## config.mk

```make
export PLATFORM = sky130hd
export DESIGN_NAME = fetch_align_buffer
export DESIGN_NICKNAME = d
export VERILOG_FILES = /design/src/rtl/fetch_align_buffer.sv
export SDC_FILE = /design/constraint.sdc
export NUM_CORES = 1
export LEC_CHECK = 0
export ABC_AREA = 1
export BUFFER_PORTS_ARGS = -buffer_cell sky130_fd_sc_hd__clkbuf_2
export CORE_ASPECT_RATIO = 1.5
export CORE_MARGIN = 2
export CORE_UTILIZATION = 45
export CTS_CLUSTER_DIAMETER = 150
export CTS_CLUSTER_SIZE = 14
export DETAILED_ROUTE_END_ITERATION = 6
export PLACE_DENSITY = 0.69
export SLEW_MARGIN = 10
export SYNTH_ARGS = -nofsm -noshare
export SYNTH_HDL_FRONTEND = slang
export SYNTH_SLANG_ARGS = --single-unit
```

## constraint.sdc

```tcl
create_clock -name clk -period 6 [get_ports clk]
set_input_delay 1.8 -clock clk [delete_from_list [all_inputs] [get_ports clk]]
set_output_delay 1.8 -clock clk [all_outputs]
set_load 0.005 [all_outputs]
```

## src/rtl/fetch_align_buffer.sv

```systemverilog
// Fetch/align buffer: turns aligned 32-bit memory words into whole RV32I/RVC instructions for decode.
// Define FETCH_RVC_EN for RV32IC alignment; undefined builds pure RV32I (every instruction is 2 halfwords).
module fetch_align_buffer #(
    parameter logic [31:0] RESET_PC = 32'h0000_0000,
    parameter int          BUF_HW   = 4
) (
    input  logic        clk,
    input  logic        reset,
    output logic [31:0] mem_byte_address,
    input  logic [31:0] mem_read_data,
    input  logic        redirect_valid,
    input  logic [31:0] redirect_pc,
    output logic        instr_valid,
    input  logic        instr_ready,
    output logic [31:0] instr,
    output logic [31:0] instr_pc,
    output logic        instr_compressed
);
    localparam int QW = BUF_HW * 16;
    localparam int CW = $clog2(BUF_HW + 1);

`ifdef FETCH_RVC_EN
    localparam bit RVC_EN = 1'b1;
`else
    localparam bit RVC_EN = 1'b0;
`endif

    // Without RVC, bit 1 of any PC is meaningless and forced to zero.
    localparam logic [31:0] RST_PC = RVC_EN ? RESET_PC : {RESET_PC[31:2], 2'b00};

    logic [31:0]   fetch_ptr;
    logic [31:0]   head_pc;
    logic [QW-1:0] q;
    logic [CW-1:0] count;
    logic          skip_lo;

    logic [15:0]   hw0, hw1;
    logic          is_rvc, valid_raw, xfer, push_en;
    logic [CW-1:0] pop_n, push_n, cnt_pop, count_nxt;
    logic [QW-1:0] push_ext, q_nxt;
    logic [31:0]   rd_pc;
    logic          unused_pc_bit0;

    assign unused_pc_bit0   = redirect_pc[0];
    assign rd_pc            = RVC_EN ? redirect_pc : {redirect_pc[31:2], 2'b00};
    assign mem_byte_address = fetch_ptr;

    assign hw0       = q[15:0];
    assign hw1       = q[31:16];
    assign is_rvc    = RVC_EN && (hw0[1:0] != 2'b11);
    assign valid_raw = is_rvc ? (count >= CW'(1)) : (count >= CW'(2));

    assign instr_valid      = valid_raw & ~redirect_valid;
    assign instr            = !valid_raw ? 32'h0 : (is_rvc ? {16'h0, hw0} : {hw1, hw0});
    assign instr_pc         = head_pc;
    assign instr_compressed = valid_raw & is_rvc;
    assign xfer             = instr_valid & instr_ready;

    // Pop shifts the head out; push appends behind whatever survives the pop.
    // Slots above count are kept zero so the append can simply OR in.
    always_comb begin
        pop_n = '0;
        if (xfer)
            pop_n = is_rvc ? CW'(1) : CW'(2);
        push_en  = (count <= CW'(BUF_HW - 2));
        push_n   = skip_lo ? CW'(1) : CW'(2);
        push_ext = skip_lo ? QW'({16'h0, mem_read_data[31:16]}) : QW'(mem_read_data);
        cnt_pop  = count - pop_n;
        q_nxt    = q >> (16 * int'(pop_n));
        count_nxt = cnt_pop;
        if (push_en) begin
            q_nxt     = q_nxt | (push_ext << (16 * int'(cnt_pop)));
            count_nxt = cnt_pop + push_n;
        end
    end

    always_ff @(posedge clk or posedge reset) begin
        if (reset) begin
            fetch_ptr <= {RST_PC[31:2], 2'b00};
            head_pc   <= RST_PC;
            q         <= '0;
            count     <= '0;
            skip_lo   <= RST_PC[1];
        end else if (redirect_valid) begin
            fetch_ptr <= {rd_pc[31:2], 2'b00};
            head_pc   <= rd_pc;
            q         <= '0;
            count     <= '0;
            skip_lo   <= rd_pc[1];
        end else begin
            q     <= q_nxt;
            count <= count_nxt;
            if (push_en) begin
                fetch_ptr <= fetch_ptr + 32'd4;
                skip_lo   <= 1'b0;
            end
            if (xfer)
                head_pc <= head_pc + (is_rvc ? 32'd2 : 32'd4);
        end
    end
endmodule

```

# Word level (Yosys, flattened, before mapping)

Index checks and enable logic that the tools add are counted.
Widths: inputs -> output; s select.

Flip-flop bits (word level): 132
Bits of input ports: 68
Output and inout port bits: 98
Logic and storage cells: 33

Add/sub/neg operators: 4
Magnitude comparators: 2
Shift operators: 2
Mux-type cells: 14
Bitwise operators: 4
Reductions and logical operators: 2

Operators by type and width:

| kind                  | count |
|---|---|
| $mux 32               | 6 |
| $mux 64               | 2 |
| $add 32x3->32 const B | 2 |
| $or 64x64->64         | 1 |
| $shl 32x7->64         | 1 |
| $shr 64x6->64         | 1 |
| $mux 3                | 2 |
| $mux 2                | 2 |
| $reduce_bool 2->1     | 2 |
| $add 3x2->3           | 1 |
| $ge 3x2->1 const B    | 1 |
| $le 3x2->1 const B    | 1 |
| $sub 3x2->3           | 1 |
| $and 1x1->1           | 2 |
| $mux 1                | 2 |
| $not 1->1             | 1 |

# Logic depth before layout (Yosys ltp)

Gate-level depths: netlist (run 1).

Word-level depth: 9
Depth in mapped cells: 10
Mapped depth without buffers: 10

# Worst setup path before layout (run 1)

OpenSTA, ideal clock, no wires.

Path kind: input to output
Start point: input redirect_valid
End point: output instr_valid
Arrival: 2.104 ns
Data required time: 4.200 ns
Setup slack: 2.096 ns
Stages: 2
Path buffers: 1
Cell sequence: buf_2 > nor2_2

Longest elaborated chain between the ends: 2

RTL lines:

| item            | line | RTL |
|---|---|---|
| start, declared | 11   | `input logic redirect_valid,` |
| $not 1->1       | 53   | `assign instr_valid = valid_raw & ~redirect_valid;` |
| $and 1x1->1     | 53   |  |
| end, declared   | 13   | `output logic instr_valid,` |

No other way between the ends.

# Worst setup path in the final report (run 1)

Ends and elaborated chain as after synthesis.

==> implementation parameters, run 1 <==
Parameter                              Value

Die
  Y dimension of the die    159 um
  Initial core utilization    46.2%
  IO Count    166
  Width of the chip    108 um
  Core region area    15700 um^2
  Floorplan die area    17200 um^2
  Standard-cell row count    56

STA
  Setup-failing EPs final    0
  Final period demand of the worst path    3.97 ns
  Number of hold violations in the final report    0
  Share of the clock period used by the worst path after layout    66.2%
  Relative slew slack    39.5%
  Setup repair after global routing missed its margin    no
  Worst Max-Slew Pin Slew    0.907 ns
  Final worst clock skew    0.0109 ns
  Upper clock frequency limit    0.252 GHz
  Sum of negative setup slack    0 ns
  Number of slew-limit violations in the final report    0

Min path
  Class of the tightest hold or removal check    reg -> reg

Routing
  Iteration-0 DRC Markers    364
  Routed Wire Length    22100 um
  Via count    7265
  Detailed-route wire length per cell    15.5 um
  Residual DRC    0
  Final antenna-violating net count    0
  Avg Vias per Cell    5.09
  Number of search-and-repair iterations in the first detailed-routing pass    5

Synthesis
  Main synth FF type    dfrtp_1
  Post-Syn Area    7250 um^2
  Synth unique cells    29
  Number of synthesized flops with an enable pin    0
  Number of storage elements in the synthesis netlist    126
  Per-instance average area after synthesis    6.81 um^2
  Share of synthesized flip-flops with an asynchronous set or reset    100%
  Sequential-to-total area share from yosys stat    43.5%
  Gate count after technology mapping    1065
  Number of warnings issued by yosys    0

Layout
  Count of nets after finishing    1282
  Proportion of layout cells with a drive suffix above 1    17.1%
  Area Growth Syn to Fin    21.5%
  Final instance count without filler cells    1427
  Most common library cell in the layout ignoring fill and taps    nand2_1
  Commonest cells after routing, fill and taps aside    nand2_1 (421), clkbuf_2 (158), nor2_1 (126), dfrtp_1 (126), inv_1 (92)
  Antenna diode count    0

Placement
  Placed wire-length estimate after detailed placement    15800 um
  Count of input and output buffers    158
  Cell Count Post-Placement    1396
  Placer's final routability congestion estimate    0.932

Critical path
  Kind of end point of the critical path    output pin
  Kind of launch point of the worst setup path    input port
  Crit path required time    4.20 ns
  Crit Path Class    in -> out
  Worst Path Max Fanout    2
  Data arrival time at the worst-slack endpoint    2.17 ns

CTS
  Insertion delay of the later-clocked pin in the worst-skew pair    0.41 ns
  TritonCTS clock tree    built
  CTS Hold Buffers Added    0
  Clock buffer count from CTS    17
  Count of buffers added by post-CTS timing repair for setup    0
  CTS H-Tree Depth    4
  Deepest clock path buffer count    2
  CTS root buffer    clkbuf_16
  Clk sink count    126
  Cells resized by post-CTS repair    0
  Clock Pin Slew Worst Setup and Hold Paths    0.06 ns

Power
  Final Power    0.00293 W
  Power density over the cells    332 nW/um^2
  VDD IR-drop max    181 uV
  Leakage    4.65 nW

Global routing
  Total global routing track utilization    26.2%
  Sum of overflow across all layers after global routing    0
  First-pass GRT wire length    35200 um
  Pin count of the biggest net entering global routing    73
  Initial antenna violation count    1
  Via count of the first global-routing pass    6811

Run
  # Max-Cap Violations    0

Run status
  Result of the run    finished, final reports clean
==> layout make-up <==
class	instances	area, um^2
fill	1635	6890
multi-input combinational	806	3570
sequential	126	3150
timing repair buffer	168	866
clock buffer	19	453
inverter	93	352
tap	203	254
clock inverter	12	161
==> where the power goes <==
group          switching (W)  total, W  internal, W  leakage [nW]
combinational       0.000452  0.000712     0.000260          2.76
sequential          0.000146   0.00114     0.000994          1.60
clock               0.000397   0.00107     0.000677         0.292
==> through the flow <==
step / utilization (%) / hold WS, ns / setup WS [ns] / area (um^2)
final: 56.1 / 0.472 / 2.03 / 8810
after global routing: 56.1 / 0.494 / 2.00 / 8810
after CTS: 56.1 / 0.476 / 2.03 / 8810
after detailed placement: 52.2 / 0.460 / 1.78 / 8200
after global placement: 52.2 / 0.457 / 1.79 / 8200
after floorplan: - / 0.444 / 0.844 / 7260
==> critical path, stage by stage <==
cell	delay [ns]
clkbuf_2	0.09
nor2_2	0.14
clkbuf_2	0.14
==> routing by layer <==
metal | GRT usage, % | share of wire (%) | routed length, um
met5 | 0 | 0 | 0
met4 | 11.7 | 4.2 | 924
met3 | 5.65 | 6.2 | 1360
met2 | 45.2 | 51 | 11200
met1 | 30.6 | 39 | 8590
==> cells in the mapped netlist (11+ instances only) <==
master / instances / area [um^2]
clkbuf_1: 31 / 116
nand3b_1: 11 / 82.6
nand3_1: 86 / 430
o21ai_0: 50 / 250
o211ai_1: 13 / 97.6
xor2_1: 13 / 114
nand2_1: 421 / 1580
dfrtp_1: 126 / 3150
inv_1: 93 / 349
a21boi_0: 15 / 113
nor2_1: 127 / 477
a21oi_1: 41 / 205
==> state kept, by name, summed over array words and instances, names as in the netlist <==
register          count
q                    64
instr_pc             30
mem_byte_address     30
count                 2
==> path summary, 6_finish.rpt <==
kind	from	end	slack (ns)	cells past startpoint
max in group asynchronous	reset	q[23]$_DFF_PP0_	3.46	3
setup / recovery	redirect_valid	instr_valid	2.03	3
hold / removal	q[56]$_DFF_PP0_	q[56]$_DFF_PP0_	0.47	2
min in group asynchronous	reset	q[4]$_DFF_PP0_	1.57	2
setup reg to reg	count[2]$_DFF_PP0_	instr_pc[10]$_DFFE_PP0N_	2.86	9
hold reg to reg	q[56]$_DFF_PP0_	q[56]$_DFF_PP0_	0.47	2
==> kinds of logic (layout without fill, tap and decap cells) <==
kind of cell / count (synthesis) / count (layout) / share of synthesized area [%]
adder cells (fa/ha/maj): 2 / 2 / 0.345
other: 1 / 5 / 0.0517
flip-flops: 126 / 126 / 43.5
AND/OR/NAND/NOR: 657 / 657 / 36.7
XOR/XNOR: 17 / 17 / 2.05
AO/OA/AOI/OAI: 125 / 125 / 9.82
buffers and inverters: 137 / 292 / 7.56
(Power assumes the default switching activity.)
==> run 2: changes to the inputs <==
--- a/config.mk
+++ b/config.mk
@@ -5,7 +5,7 @@
 export SDC_FILE = /design/constraint.sdc
 export NUM_CORES = 1
 export LEC_CHECK = 0
-export ABC_AREA = 1
+export ABC_AREA = 0
 export BUFFER_PORTS_ARGS = -buffer_cell sky130_fd_sc_hd__clkbuf_2
 export CORE_ASPECT_RATIO = 1.5
 export CORE_MARGIN = 2
@@ -13,7 +13,7 @@
 export CTS_CLUSTER_DIAMETER = 150
 export CTS_CLUSTER_SIZE = 14
 export DETAILED_ROUTE_END_ITERATION = 6
-export PLACE_DENSITY = 0.69
+export PLACE_DENSITY = 0.73
 export SLEW_MARGIN = 10
 export SYNTH_ARGS = -nofsm -noshare
 export SYNTH_HDL_FRONTEND = slang
==> constraint.sdc (replaced) <==
create_clock -name clk -period 3.6 [get_ports clk]
set_input_delay 1.08 -clock clk [delete_from_list [all_inputs] [get_ports clk]]
set_output_delay 1.08 -clock clk [all_outputs]
set_load 0.005 [all_outputs]
==> run 2 against run 1 <==
  * Sequential power rose by 48%
  * Sequential share of layout area rose by 3.8 points
  * Routed wire length decreased by 19%
  * Clock skew grew 0.0014 ns
  * Total power grew 36%
  * Cell area is 9.6% lower
  * Non-clock buffer count increased by 3
  * Hold slack gained 0.036 ns
  * Synthesized cell count fell by 36%
  * Via count down 19%
  * Register-to-register slack got worse by 1.8 ns
  * Critical path depth grew 2
  * Critical path type is now reg -> out
  * Largest cell class is now flip-flops and latches
==> implementation parameters, run 2 <==
Parameter                              Value

Layout
  Number of flip-flops in the largest register    64 (unchanged)
  Area Growth Syn to Fin    24.1%
  Largest register by flop count    q
  Most common library cell in the layout ignoring fill and taps    clkbuf_2
  Number of fillers in the final layout    1277 (-22%)
  Count of nets after finishing    895 (-30%)
  Commonest cells after routing, fill and taps aside    clkbuf_2 (158), dfrtp_1 (126), nand2_1 (121)
  Final instance count without filler cells    1030 (-28%)
  Antenna diode count    0 (unchanged)
  Proportion of layout cells with a drive suffix above 1    27.6% (+10 points)

STA
  Number of slew-limit violations in the final report    0 (unchanged)
  Sum of negative setup slack    0 ns (unchanged)
  Setup repair after global routing missed its margin    no
  Share of the clock period used by the worst path after layout    84.0%
  Upper clock frequency limit    0.331 GHz
  Final hold slack    0.507 ns (+0.0358 ns)
  Number of hold violations in the final report    0 (unchanged)
  Final worst clock skew    0.0123 ns (+0.00144 ns)
  Setup-failing EPs final    0 (unchanged)
  Relative slew slack    48.6% (+9.1 points)
  Worst Max-Slew Pin Slew    0.765 ns (-0.142 ns)
  Final period demand of the worst path    3.02 ns

CTS
  CTS H-Tree Depth    4 (unchanged)
  Count of buffers added by post-CTS timing repair for setup    0 (unchanged)
  CTS root buffer    clkbuf_16
  Clock Pin Slew Worst Setup and Hold Paths    0.06 ns (about the same)
  Clk sink count    126 (unchanged)
  Cells resized by post-CTS repair    0 (unchanged)
  Clock buffer count from CTS    17 (unchanged)
  Deepest clock path buffer count    2 (unchanged)
  TritonCTS clock tree    built
  Insertion delay of the later-clocked pin in the worst-skew pair    0.42 ns (about the same)
  CTS Hold Buffers Added    0 (unchanged)

Global routing
  Total global routing track utilization    24.0% (-2.2 points)
  First-pass GRT wire length    28600 um (-19%)
  Sum of overflow across all layers after global routing    0 (unchanged)
  Via count of the first global-routing pass    5633 (-17%)
  Pin count of the biggest net entering global routing    127 (+74%)
  Initial antenna violation count    1 (unchanged)

Die
  Y dimension of the die    150 um (-5.8%)
  Floorplan die area    15300 um^2 (-11%)
  Width of the chip    102 um (-5.7%)
  Initial core utilization    45.9% (-0.33 points)
  Standard-cell row count    53 (-5.4%)
  IO Count    166 (unchanged)
  Core region area    14000 um^2 (-11%)

Critical path
  Crit Path Class    reg -> out
  Kind of launch point of the worst setup path    flip-flop
  Crit. Startpoint    count[2]$_DFF_PP0_
  Kind of end point of the critical path    output pin
  Worst Path Max Fanout    34 (+32)
  Reg2Reg Launch Point    count[2]$_DFF_PP0_
  Crit path required time    2.52 ns (-1.68 ns)
  Data arrival time at the worst-slack endpoint    1.94 ns (-0.23 ns)

Power
  VDD IR-drop max    285 uV (+58%)
  Power density over the cells    501 nW/um^2 (+51%)
  Leakage    3.57 nW (-23%)

Routing
  Iteration-0 DRC Markers    239 (-34%)
  Number of search-and-repair iterations in the first detailed-routing pass    7 (+2)
  Residual DRC    0 (unchanged)
  Final antenna-violating net count    0 (unchanged)
  Detailed-route wire length per cell    17.4 um (+13%)
  Via count    5865 (-19%)
  Avg Vias per Cell    5.69 (+12%)
  Routed Wire Length    18000 um (-19%)

Synthesis
  Main area contributors after synthesis    dfrtp_1 (49%), nand2_1 (7.1%), a31oi_1 (5.4%)
  Number of synthesized flops with an enable pin    0 (unchanged)
  Synth unique cells    56 (+93%)
  Gate count after technology mapping    681 (-36%)
  Number of warnings issued by yosys    0 (unchanged)
  Share of synthesized flip-flops with an asynchronous set or reset    100% (unchanged)
  Per-instance average area after synthesis    9.42 um^2 (+38%)
  Post-Syn Area    6420 um^2 (-11%)
  Post-synth top cells    dfrtp_1 (126), nand2_1 (121), a31oi_1 (55)
  Main synth FF type    dfrtp_1
  Dominant cell by count in the synthesized netlist    dfrtp_1
  Sequential-to-total area share from yosys stat    49.1% (+5.6 points)
  Area share of the leading cell type in the synthesized netlist    49.1% (+5.6 points)
  Post-synth top area cell    dfrtp_1
  Number of storage elements in the synthesis netlist    126 (unchanged)

Placement
  Placer's final routability congestion estimate    0.870 (-6.6%)
  Cell Count Post-Placement    998 (-29%)
  Count of input and output buffers    158 (unchanged)
  Placed wire-length estimate after detailed placement    12200 um (-23%)

Min path
  Hold Startpoint    q[59]$_DFF_PP0_
  Class of the tightest hold or removal check    reg -> reg

Run status
  Result of the run    finished, final reports clean

Run
  # Max-Cap Violations    0 (unchanged)
run 2: path summary, 6_finish.rpt:
kind / end / slack [ns] / cells after the start
hold reg to reg: q[59]$_DFF_PP0_ / 0.51 / 1
setup / recovery: instr[10] / 0.58 / 5
max in group asynchronous: q[54]$_DFF_PP0_ / 2.24 / 3
setup reg to reg: instr_pc[26]$_DFFE_PP0N_ / 1.06 / 5
min in group asynchronous: q[30]$_DFF_PP0_ / 0.85 / 3
hold / removal: q[59]$_DFF_PP0_ / 0.51 / 1
run 2: worst max-delay path, stage by stage, from the launching register on:
cell	delay, ns
dfrtp_1	0.58
buf_4	0.28
nor2_2	0.04
buf_4	0.27
nor2b_1	0.21
clkbuf_2	0.14
run 2: layer usage:
layer	track usage, %	routed length, um	vias to the layer above
met5	0	11	-
met4	9.46	480	2
met3	5.29	1090	32
met2	42.2	9390	213
met1	28.1	7000	2863
li1	-	-	2755
run 2: layout make-up:
cell class | instances | area (um^2) | share of cell area [%]
clock buffers | 19 | 443 | 5.56
well taps | 192 | 240 | 3.02
clock inverters | 13 | 129 | 1.62
multi-input cells | 496 | 3030 | 38.1
flip-flops and latches | 126 | 3150 | 39.6
repair buffers | 171 | 913 | 11.5
inverters | 13 | 52.6 | 0.660
run 2: cell families (layout without fill, tap and decap cells):
family | Yosys count | in the layout | share of synthesized area (%)
buffers and inverters | 63 | 216 | 4.11
flip-flops | 126 | 126 | 49.1
multiplexers | 18 | 18 | 3.12
AND/OR/NAND/NOR | 301 | 301 | 23.9
adder cells (fa/ha/maj) | 2 | 2 | 0.390
other | 1 | 5 | 0.0584
XOR/XNOR | 23 | 23 | 3.14
AO/OA/AOI/OAI | 147 | 147 | 16.1
run 2: through the flow:
step	setup slack [ns]	util [%]	power, W	instance area (um^2)
2_1_floorplan	0.297	-	0.00206	6440
3_3_place_gp	0.537	52.8	0.00233	7390
6_report	0.576	56.9	0.00399	7970
5_1_grt	0.418	56.9	0.00418	7970
3_5_place_dp	0.477	52.8	0.00234	7390
4_1_cts	0.562	56.9	0.00403	7970
run 2: where the power goes:
group / total, W / switching [W] / internal (W)
logic: 0.000622 / 0.000349 / 0.000273
registers: 0.00169 / 0.000149 / 0.00154
clock network: 0.00167 / 0.000691 / 0.000983
total: 0.00399 / 0.00119 / 0.00280
